$ cat config.mk
export PLATFORM = sky130hd
export DESIGN_NAME = angular_filter_accumulator
export DESIGN_NICKNAME = d
export VERILOG_FILES = /design/src/rtl/angular_filter_accumulator_pkg.sv /design/src/rtl/afa_round_clip.sv /design/src/rtl/angular_filter_accumulator.sv
export SDC_FILE = /design/constraint.sdc
export NUM_CORES = 1
export LEC_CHECK = 0
export BUFFER_PORTS_ARGS = -buffer_cell sky130_fd_sc_hd__buf_2
export CAP_MARGIN = 20
export CORE_ASPECT_RATIO = 1.4
export CORE_MARGIN = 10
export CORE_UTILIZATION = 40
export CTS_CLUSTER_DIAMETER = 120
export CTS_CLUSTER_SIZE = 12
export DETAILED_ROUTE_END_ITERATION = 6
export PLACE_DENSITY = 0.66
export REMOVE_ABC_BUFFERS = 1
export SKIP_CTS_REPAIR_TIMING = 1
export SKIP_LAST_GASP = 1
export SYNTH_ARGS = -nofsm -noshare
export SYNTH_HDL_FRONTEND = slang
export SYNTH_SLANG_ARGS = --single-unit
$ cat constraint.sdc
create_clock -name clk -period 10.9 [get_ports clk]
set_clock_uncertainty 0.2 [all_clocks]
set_input_delay 2.18 -clock clk [delete_from_list [all_inputs] [get_ports clk]]
set_output_delay 2.18 -clock clk [all_outputs]
set_load 0.01 [all_outputs]
$ cat src/rtl/angular_filter_accumulator_pkg.sv
// Shared constants, FSM state type and the sample clip helper for the
// angular-prediction filter accumulator.
package angular_filter_accumulator_pkg;

  localparam int LANES    = 8;
  localparam int PROD_W   = 16;
  localparam int ACC_W    = 18;
  localparam int NTAPS    = 4;
  localparam int SHIFT    = 6;
  localparam int BITDEPTH = 8;
  localparam int CNT_W    = $clog2(NTAPS);

  typedef enum logic {
    ACC  = 1'b0,
    HOLD = 1'b1
  } state_t;

  // Clip a rounded, one-bit-widened accumulator value into [0, 2^BITDEPTH-1].
  function automatic logic [BITDEPTH-1:0] clip_sample(input logic signed [ACC_W:0] r);
    logic signed [ACC_W:0] max_v;
    max_v = (ACC_W+1)'((1 << BITDEPTH) - 1);
    if (r[ACC_W])       return '0;
    else if (r > max_v) return '1;
    else                return r[BITDEPTH-1:0];
  endfunction

endpackage

$ cat src/rtl/afa_round_clip.sv
// Per-lane datapath: accumulate one product, then round, shift and clip the sum
// to a sample. The sum is shared with the top for the middle taps.
module afa_round_clip
  import angular_filter_accumulator_pkg::*;
(
  input  logic signed [ACC_W-1:0]  acc,
  input  logic signed [PROD_W-1:0] prod,
  output logic signed [ACC_W-1:0]  sum,
  output logic [BITDEPTH-1:0]      sample
);

  localparam int ROUND = 1 << (SHIFT - 1);

  logic signed [ACC_W:0] rounded;
  logic signed [ACC_W:0] shifted;

  // One extra bit so the rounding offset cannot wrap a near-full accumulator.
  assign sum     = acc + ACC_W'(prod);
  assign rounded = (ACC_W+1)'(sum) + (ACC_W+1)'(ROUND);
  assign shifted = rounded >>> SHIFT;
  assign sample  = clip_sample(shifted);

endmodule

$ cat src/rtl/angular_filter_accumulator.sv
// Collects NTAPS product beats per lane, normalises each lane to a sample and
// presents the group over a valid/ready handshake; holds the result until taken.
module angular_filter_accumulator
  import angular_filter_accumulator_pkg::*;
(
  input  logic                        clk,
  input  logic                        rst_n,
  input  logic                        flush,
  input  logic                        in_valid,
  output logic                        in_ready,
  input  logic [LANES*PROD_W-1:0]     in_prod,
  output logic                        out_valid,
  input  logic                        out_ready,
  output logic [LANES*BITDEPTH-1:0]   out_sample
);

  localparam logic [CNT_W-1:0] LAST_TAP = CNT_W'(NTAPS - 1);

  state_t                    state;
  state_t                    state_next;
  logic [CNT_W-1:0]          tap_cnt;
  logic signed [PROD_W-1:0]  prod   [LANES];
  logic signed [ACC_W-1:0]   acc    [LANES];
  logic signed [ACC_W-1:0]   sum    [LANES];
  logic [BITDEPTH-1:0]       result [LANES];
  logic                      beat;
  logic                      last_beat;

  for (genvar k = 0; k < LANES; k++) begin : g_lane
    assign prod[k] = in_prod[k*PROD_W +: PROD_W];

    afa_round_clip u_round_clip (
      .acc    (acc[k]),
      .prod   (prod[k]),
      .sum    (sum[k]),
      .sample (result[k])
    );
  end

  // A waiting result blocks input only while downstream stalls, so the next
  // group's first beat can overlap with the handoff.
  assign in_ready  = (state == ACC) | out_ready;
  assign out_valid = (state == HOLD);
  assign beat      = in_valid & in_ready;
  assign last_beat = beat & (tap_cnt == LAST_TAP);

  always_comb begin
    // NOTE: default first so every path assigns state_next and no latch is inferred.
    state_next = state;
    if (flush)                            state_next = ACC;
    else if (last_beat)                   state_next = HOLD;
    else if (state == HOLD && out_ready)  state_next = ACC;
  end

  always_ff @(posedge clk or negedge rst_n) begin
    // NOTE: non-blocking assignments so all registers update from pre-edge values.
    if (!rst_n) state <= ACC;
    else        state <= state_next;
  end

  always_ff @(posedge clk or negedge rst_n) begin
    if (!rst_n) begin
      tap_cnt    <= '0;
      out_sample <= '0;
      // NOTE: the lane accumulators are a small register array, reset like any flop.
      for (int k = 0; k < LANES; k++) acc[k] <= '0;
    end else if (flush) begin
      tap_cnt <= '0;
    end else if (beat) begin
      if (tap_cnt == LAST_TAP) begin
        tap_cnt <= '0;
        for (int k = 0; k < LANES; k++) out_sample[k*BITDEPTH +: BITDEPTH] <= result[k];
      end else begin
        tap_cnt <= tap_cnt + CNT_W'(1);
        // First tap loads rather than adds, so no clear is needed between groups.
        for (int k = 0; k < LANES; k++) acc[k] <= (tap_cnt == '0) ? ACC_W'(prod[k]) : sum[k];
      end
    end
  end

endmodule

==> results of run 1 <==
per-stage QoR:
step	util	cell area, um^2	power, W	hold WS, ns	setup WS, ns
finish	0.448	19700	0.00415	0.272	5.10
global route	0.448	19700	0.00451	0.298	4.71
CTS	0.448	19700	0.00419	0.280	5.15
detailed placement	0.435	19100	0.00348	0.266	4.59
global placement	0.435	19100	0.00342	0.258	4.72
floorplan	-	17300	0.00287	0.243	3.93
flip-flops by register name (all words and copies together) (netlist names):
signal	count
tap_cnt	2
out_sample	64
out_valid	1
acc	144
kinds of logic after synthesis:
kind of cell,Yosys count
XOR/XNOR,160
AND/OR/NAND/NOR,724
flip-flops,211
adder cells (fa/ha/maj),154
buffers and inverters,130
multiplexers,58
AO/OA/AOI/OAI,700
area by class of cell:
cell class | count | share of cell area
Antenna cell | 5 | 0.000636
Clock buffer | 21 | 0.0267
Clock inverter | 2 | 0.000826
Inverter | 35 | 0.00667
Multi-Input combinational cell | 1796 | 0.606
Sequential cell | 211 | 0.268
Tap cell | 558 | 0.0355
Timing Repair Buffer | 209 | 0.0550
worst max-delay path: stages:
cell and delay, ns:
buf_2 0.11, ha_1 0.21, fa_1 0.42, a211oi_1 0.40, nor3_1 0.15, nor3_1 0.46, xnor2_1 0.26, nor4_2 0.50
nand4_1 0.20, nor4_1 0.42, o21a_1 0.33, and2b_1 0.27, a221o_1 0.15
worst max path at each step:
stage,from,to,slack [ns],depth (start not counted)
floorplan,tap_cnt[0],acc[22],3.93,7
global placement,in_prod[32],out_sample[21],4.72,13
detailed placement,in_prod[0],out_sample[2],4.59,13
CTS,in_prod[0],out_sample[2],5.15,13
global route,in_prod[32],out_sample[23],4.71,13
finish,in_prod[0],out_sample[2],5.10,13
cell usage after synthesis, types with 10 or more instances:
master | count | share of area
o211ai_1 | 29 | 0.012
nand2_1 | 266 | 0.056
nand4_1 | 19 | 0.0067
a211oi_1 | 28 | 0.012
nor2_1 | 201 | 0.043
xnor2_1 | 98 | 0.049
o31ai_1 | 10 | 0.0042
o21a_1 | 20 | 0.0085
nor2b_1 | 16 | 0.0057
a221o_1 | 39 | 0.022
nor4_1 | 13 | 0.0046
and3_1 | 19 | 0.0067
a21o_1 | 46 | 0.020
xor2_1 | 62 | 0.031
inv_1 | 34 | 0.0072
o21bai_1 | 15 | 0.0064
nand3_1 | 37 | 0.010
a31oi_1 | 21 | 0.0074
clkbuf_1 | 83 | 0.018
mux2i_1 | 51 | 0.029
a21oi_1 | 193 | 0.055
o21ai_0 | 193 | 0.055
and2_1 | 15 | 0.0053
dfrtp_1 | 211 | 0.30
nand2b_1 | 18 | 0.0064
nor3_1 | 48 | 0.014
ha_1 | 146 | 0.10
or3_1 | 15 | 0.0053
layout by cell type, fill, tap and decap left out, drive strengths merged, types with 19 or more instances in the layout:
cell type	synthesis	routed
a211oi	28	28
nor2	202	202
a31oi	21	21
o211ai	29	29
a21o	47	47
a21oi	195	195
clkbuf	83	21
xnor2	98	98
xor2	62	62
o21ai	194	194
ha	146	146
buf	12	209
dfrtp	211	211
a221o	45	45
and3	19	19
o21a	20	20
nand4	19	19
nor3	48	48
nand3	37	37
nand2	266	266
mux2i	51	51
inv	35	36
power by group:
part	total, W	switching (W)	internal [W]
Sequential	0.00114	0.000138	0.00100
Clock	0.000674	0.000332	0.000342
Combinational	0.00234	0.00137	0.000963
per-layer routing:
| layer | track usage | vias to the layer above | wire length, um |
|---|---|---|---|
| met5 | 0 | - | 41 |
| met4 | 0.0864 | 6 | 2050 |
| met3 | 0.0317 | 114 | 2380 |
| met2 | 0.346 | 343 | 25900 |
| met1 | 0.203 | 7802 | 20600 |
| li1 | - | 8138 | - |
==> impl_metrics.json, run 1 <==
{
  "place_congestion": 0.910,
  "area_delta_synth_final_pct": 11.3,
  "synth-compound-area-share": 0.257,
  "timing.rr.start": "acc[0]",
  "irDropWorstVdd_uv": 117,
  "pin_count": 199,
  "synthArstFlopShare": 1.00,
  "clock_path_buffers": 3,
  "multiInputGateArea_um2": 11900,
  "clock_latency_ns": 0.55,
  "worstPathMaxFanout": 9,
  "die_area_um2": 53100,
  "synth_top_family_by_area": "compound AO/OA/AOI/OAI gates",
  "crit_path_start_kind": "input pin",
  "track_usage": 0.187,
  "power_leakage_nw": 9.03,
  "tightest_slew_ns": 0.970,
  "maxCapViolations": 0,
  "post-route-period-util": 0.532,
  "htreeDepth": 1,
  "initial_utilization": 0.402,
  "num_vias": 16400,
  "stdcell_count": 2837,
  "crit_type": "input pin to register",
  "cts.sinks": 211,
  "drv_slew": 0,
  "drive_above_1_share": 0.126,
  "synth_fa_ha_area_frac": 0.112,
  "grt_antenna_before_repair": 11,
  "worstRegToRegCells": 12,
  "grt_pass1_wl_um": 82400,
  "synth_top_flop_cell": "dfrtp_1",
  "syn_area_um2": 17700,
  "fillers": 4357,
  "relSlewSlack": 0.353,
  "ant_nets": 0,
  "dr.first_iter.drc_count": 736,
  "setup_viol": 0,
  "worstSetupEndpointType": "register",
  "grt_setup_unrepaired": "false",
  "dr.pass1.iters": 5,
  "status": "completed",
  "drc": 0,
  "grt_pass1_vias": 16600,
  "hold_viol_final": 0,
  "synthSimpleGateAreaFrac": 0.192,
  "grt_max_degree": 99,
  "worstReg2RegEnd": "out_sample[61]",
  "p_per_area_nw_per_um2": 211,
  "drt_wl_total_um": 50900,
  "syn_avg_cell_area_um2": 8.28,
  "regArea_um2": 5280,
  "post-dp-hpwl_um": 38100,
  "die_h_um": 269,
  "wl_per_cell_um": 18.0,
  "max_freq_mhz": 172,
  "synth_cells": 2137,
  "port_buffers": 198,
  "path_clk_slew_ns": 0.06,
  "hold_depth": 2,
  "synthDistinctLibCells": 89,
  "synth_edf_count": 0,
  "muxShareOfSynthArea": 0.0333,
  "core_area_um2": 43900,
  "yosysWarnings": 0,
  "num_rows": 91,
  "synth_seq_cells": 211,
  "rrSetupSlack_ns": 6.48,
  "final_nets": 2561,
  "viasPerCell": 5.78,
  "worstPathRequired_ns": 11.17,
  "hold_start": "acc[142]",
  "cts_buffers": 21,
  "hold_class": "register to register",
  "place_inst": 2809,
  "die_x_um": 198,
  "fin_setup_tns_ns": 0,
  "min_to": "acc[142]",
  "grt-ovfl-total": 0,
  "root_buffer": "clkbuf_16",
  "cts_tree": "built",
  "arrival_ns": 6.07,
  "ys_seq_area_frac": 0.299,
  "fin_crit_ns": 5.80,
  "post_synth_xor_area_fraction": 0.0792
}
Note: power is estimated with default switching activity, not from simulation.
==> run 2: changes to the inputs <==
--- a/config.mk
+++ b/config.mk
@@ -5,6 +5,7 @@
 export SDC_FILE = /design/constraint.sdc
 export NUM_CORES = 1
 export LEC_CHECK = 0
+export ABC_AREA = 1
 export BUFFER_PORTS_ARGS = -buffer_cell sky130_fd_sc_hd__buf_2
 export CAP_MARGIN = 20
 export CORE_ASPECT_RATIO = 1.4
==> constraint.sdc (replaced) <==
create_clock -name clk -period 5.55 [get_ports clk]
set_clock_uncertainty 0.2 [all_clocks]
set_input_delay 1.11 -clock clk [delete_from_list [all_inputs] [get_ports clk]]
set_output_delay 1.11 -clock clk [all_outputs]
set_load 0.01 [all_outputs]
==> impl_metrics.json, run 2 <==
{
  "status": "completed",
  "grt_pass1_vias": 19200,
  "max_flop_register": "acc",
  "rrSetupSlack_ns": 2.22,
  "stdcell_count": 3781,
  "place_ws_ns": 1.35,
  "timing.rr.start": "acc[36]",
  "htreeDepth": 1,
  "synthArstFlopShare": 1.00,
  "track_usage": 0.199,
  "drive_above_1_share": 0.102,
  "drc": 0,
  "dr.first_iter.drc_count": 946,
  "grt.met3_usage": 0.0255,
  "hold_depth": 2,
  "hold_start": "out_sample[62]",
  "largest_reg_flops": 144,
  "syn_area_um2": 19300,
  "place_inst": 3753,
  "core_area_um2": 47900,
  "worstPathMaxFanout": 6,
  "irDropWorstVdd_uv": 252,
  "grt_use_met1": 0.221,
  "synth_common_cells": "nand2_1 (1,045), nor2_1 (284), inv_1 (276)",
  "fin_setup_tns_ns": 0,
  "grt_max_degree": 122,
  "setup_viol": 0,
  "busiest_layer": "met2",
  "fillers": 5065,
  "cts_buffers": 21,
  "synth_edf_count": 0,
  "grt_pass1_wl_um": 95300,
  "wl_per_cell_um": 15.4,
  "dr.pass1.iters": 5,
  "synth_top_flop_cell": "dfrtp_1",
  "clock_latency_ns": 0.55,
  "layout_commonest_cell": "nand2_1",
  "place_congestion": 0.931,
  "fin_crit_ns": 3.66,
  "finalPower_w": 0.00814,
  "worstPathRequired_ns": 5.77,
  "initial_utilization": 0.402,
  "clock_path_buffers": 3,
  "synth_area_leaders": "dfrtp_1 (27%), nand2_1 (20%), ha_1 (9.5%), o21ai_0 (6.5%), nand3_1 (5.6%)",
  "root_buffer": "clkbuf_16",
  "die_area_um2": 57500,
  "crit_path_start_kind": "input pin",
  "cts_tree": "built",
  "max_freq_mhz": 273,
  "post-route-period-util": 0.659,
  "drt_wl_total_um": 58300,
  "yosysTopAreaCell": "dfrtp_1",
  "final_area_um2": 21500,
  "viasPerCell": 5.10,
  "crit_path_end": "out_sample[43]",
  "ant_nets": 0,
  "arrival_ns": 3.88,
  "power_leakage_nw": 11.5,
  "num_vias": 19300,
  "worstSetupStartpoint": "in_prod[80]",
  "layout_common_cells": "nand2_1 (1,045), nor2_1 (283), inv_1 (275)",
  "grt-ovfl-total": 0,
  "worstReg2RegEnd": "out_sample[43]",
  "syn_avg_cell_area_um2": 6.47,
  "maxCapViolations": 0,
  "worstSetupEndpointType": "register",
  "top_regs": "acc x144, out_sample x64, tap_cnt x2",
  "port_buffers": 198,
  "worstRegToRegCells": 17,
  "pin_count": 199,
  "tightest_slew_ns": 0.958,
  "synth_cells": 2981,
  "area_delta_synth_final_pct": 11.5,
  "post-dp-hpwl_um": 44100,
  "met2_usage": 0.374,
  "fin_ws_ns": 1.89,
  "crit_type": "input pin to register",
  "p_per_area_nw_per_um2": 379,
  "yosysWarnings": 0,
  "cts.sinks": 211,
  "grt_antenna_before_repair": 7,
  "grt_setup_unrepaired": "false",
  "relSlewSlack": 0.361,
  "drv_slew": 0,
  "ys_seq_area_frac": 0.274,
  "die_x_um": 206,
  "hold_class": "register to register",
  "final_nets": 3433,
  "die_h_um": 280,
  "dpl_cell_area_um2": 21000,
  "hold_viol_final": 0,
  "synth_seq_cells": 211,
  "num_rows": 95,
  "synth.most_common_cell": "nand2_1",
  "yosysTopAreaCellShare": 0.274,
  "path_clk_slew_ns": 0.06,
  "synthDistinctLibCells": 46
}
==> run 2: changes by cell type after synthesis, sizes merged, moves of 27 or more <==
cell / change
a211oi: -28
a21o: -43
a21oi: -55
a221o: -45
inv: +247
mux2i: -51
nand2: +808
nand3: +190
nand4: +31
nor2: +95
nor3: -27
o211ai: -29
o21ai: +76
xnor2: -60
==> run 2: cell type report <==
cell class              count  area, um^2  area share
flip-flops and latches    211        5280       0.246
inverters                 284        1070      0.0499
repair buffers            209        1110      0.0516
well taps                 630         788      0.0367
clock inverters             1        7.51    0.000349
clock buffers              21         526      0.0244
diodes                      6        15.0    0.000698
multi-input cells        2419       12700       0.591
==> run 2: metrics by stage <==
| stage | hold slack [ns] | utilization |
|---|---|---|
| 2_1_floorplan | 0.256 | - |
| 3_3_place_gp | 0.260 | 0.437 |
| 3_5_place_dp | 0.260 | 0.437 |
| 4_1_cts | 0.277 | 0.448 |
| 5_1_grt | 0.292 | 0.449 |
| 6_report | 0.274 | 0.449 |
==> run 2: worst min path at each step <==
stage	slack, ns	endpoint
4_1_cts	0.28	out_sample[7]
5_1_grt	0.29	out_sample[22]
3_3_place_gp	0.26	out_sample[62]
3_5_place_dp	0.26	out_sample[7]
2_1_floorplan	0.26	acc[0]
6_report	0.27	out_sample[62]
==> run 2: kinds of logic (layout without fill, tap and decap cells) <==
kind of cell | after synthesis | count (layout) | synth area share
adder cells (fa/ha/maj) | 154 | 154 | 0.103
XOR/XNOR | 93 | 93 | 0.0442
buffers and inverters | 351 | 515 | 0.0687
flip-flops | 211 | 211 | 0.274
other | 0 | 6 | 0
AO/OA/AOI/OAI | 473 | 473 | 0.137
AND/OR/NAND/NOR | 1699 | 1699 | 0.373
==> run 2: metal layers <==
layer / vias up / routed length (um)
li1: 10100 / -
met4: 6 / 1970
met3: 100 / 2250
met5: - / 54
met2: 328 / 29800
met1: 8788 / 24200
==> run 2: critical path: stages <==
cell     delay (ns)
buf_2          0.11
ha_1           0.23
fa_1           0.43
nand3_1        0.11
nand3_1        0.16
nand2_1        0.10
nand2_1        0.08
xor2_1         0.30
ha_1           0.25
nand3_1        0.11
nor2_1         0.23
nand2_1        0.08
o21ai_1        0.16
nand2_1        0.10
nand2_2        0.13
nand2_1        0.07
nand2_1        0.06
nand2_1        0.05
==> run 2: where the power goes <==
part | switching (W) | total (W) | internal, W
combinational | 0.00306 | 0.00469 | 0.00163
sequential | 0.000226 | 0.00213 | 0.00190
clock | 0.000649 | 0.00132 | 0.000668
total | 0.00394 | 0.00814 | 0.00420
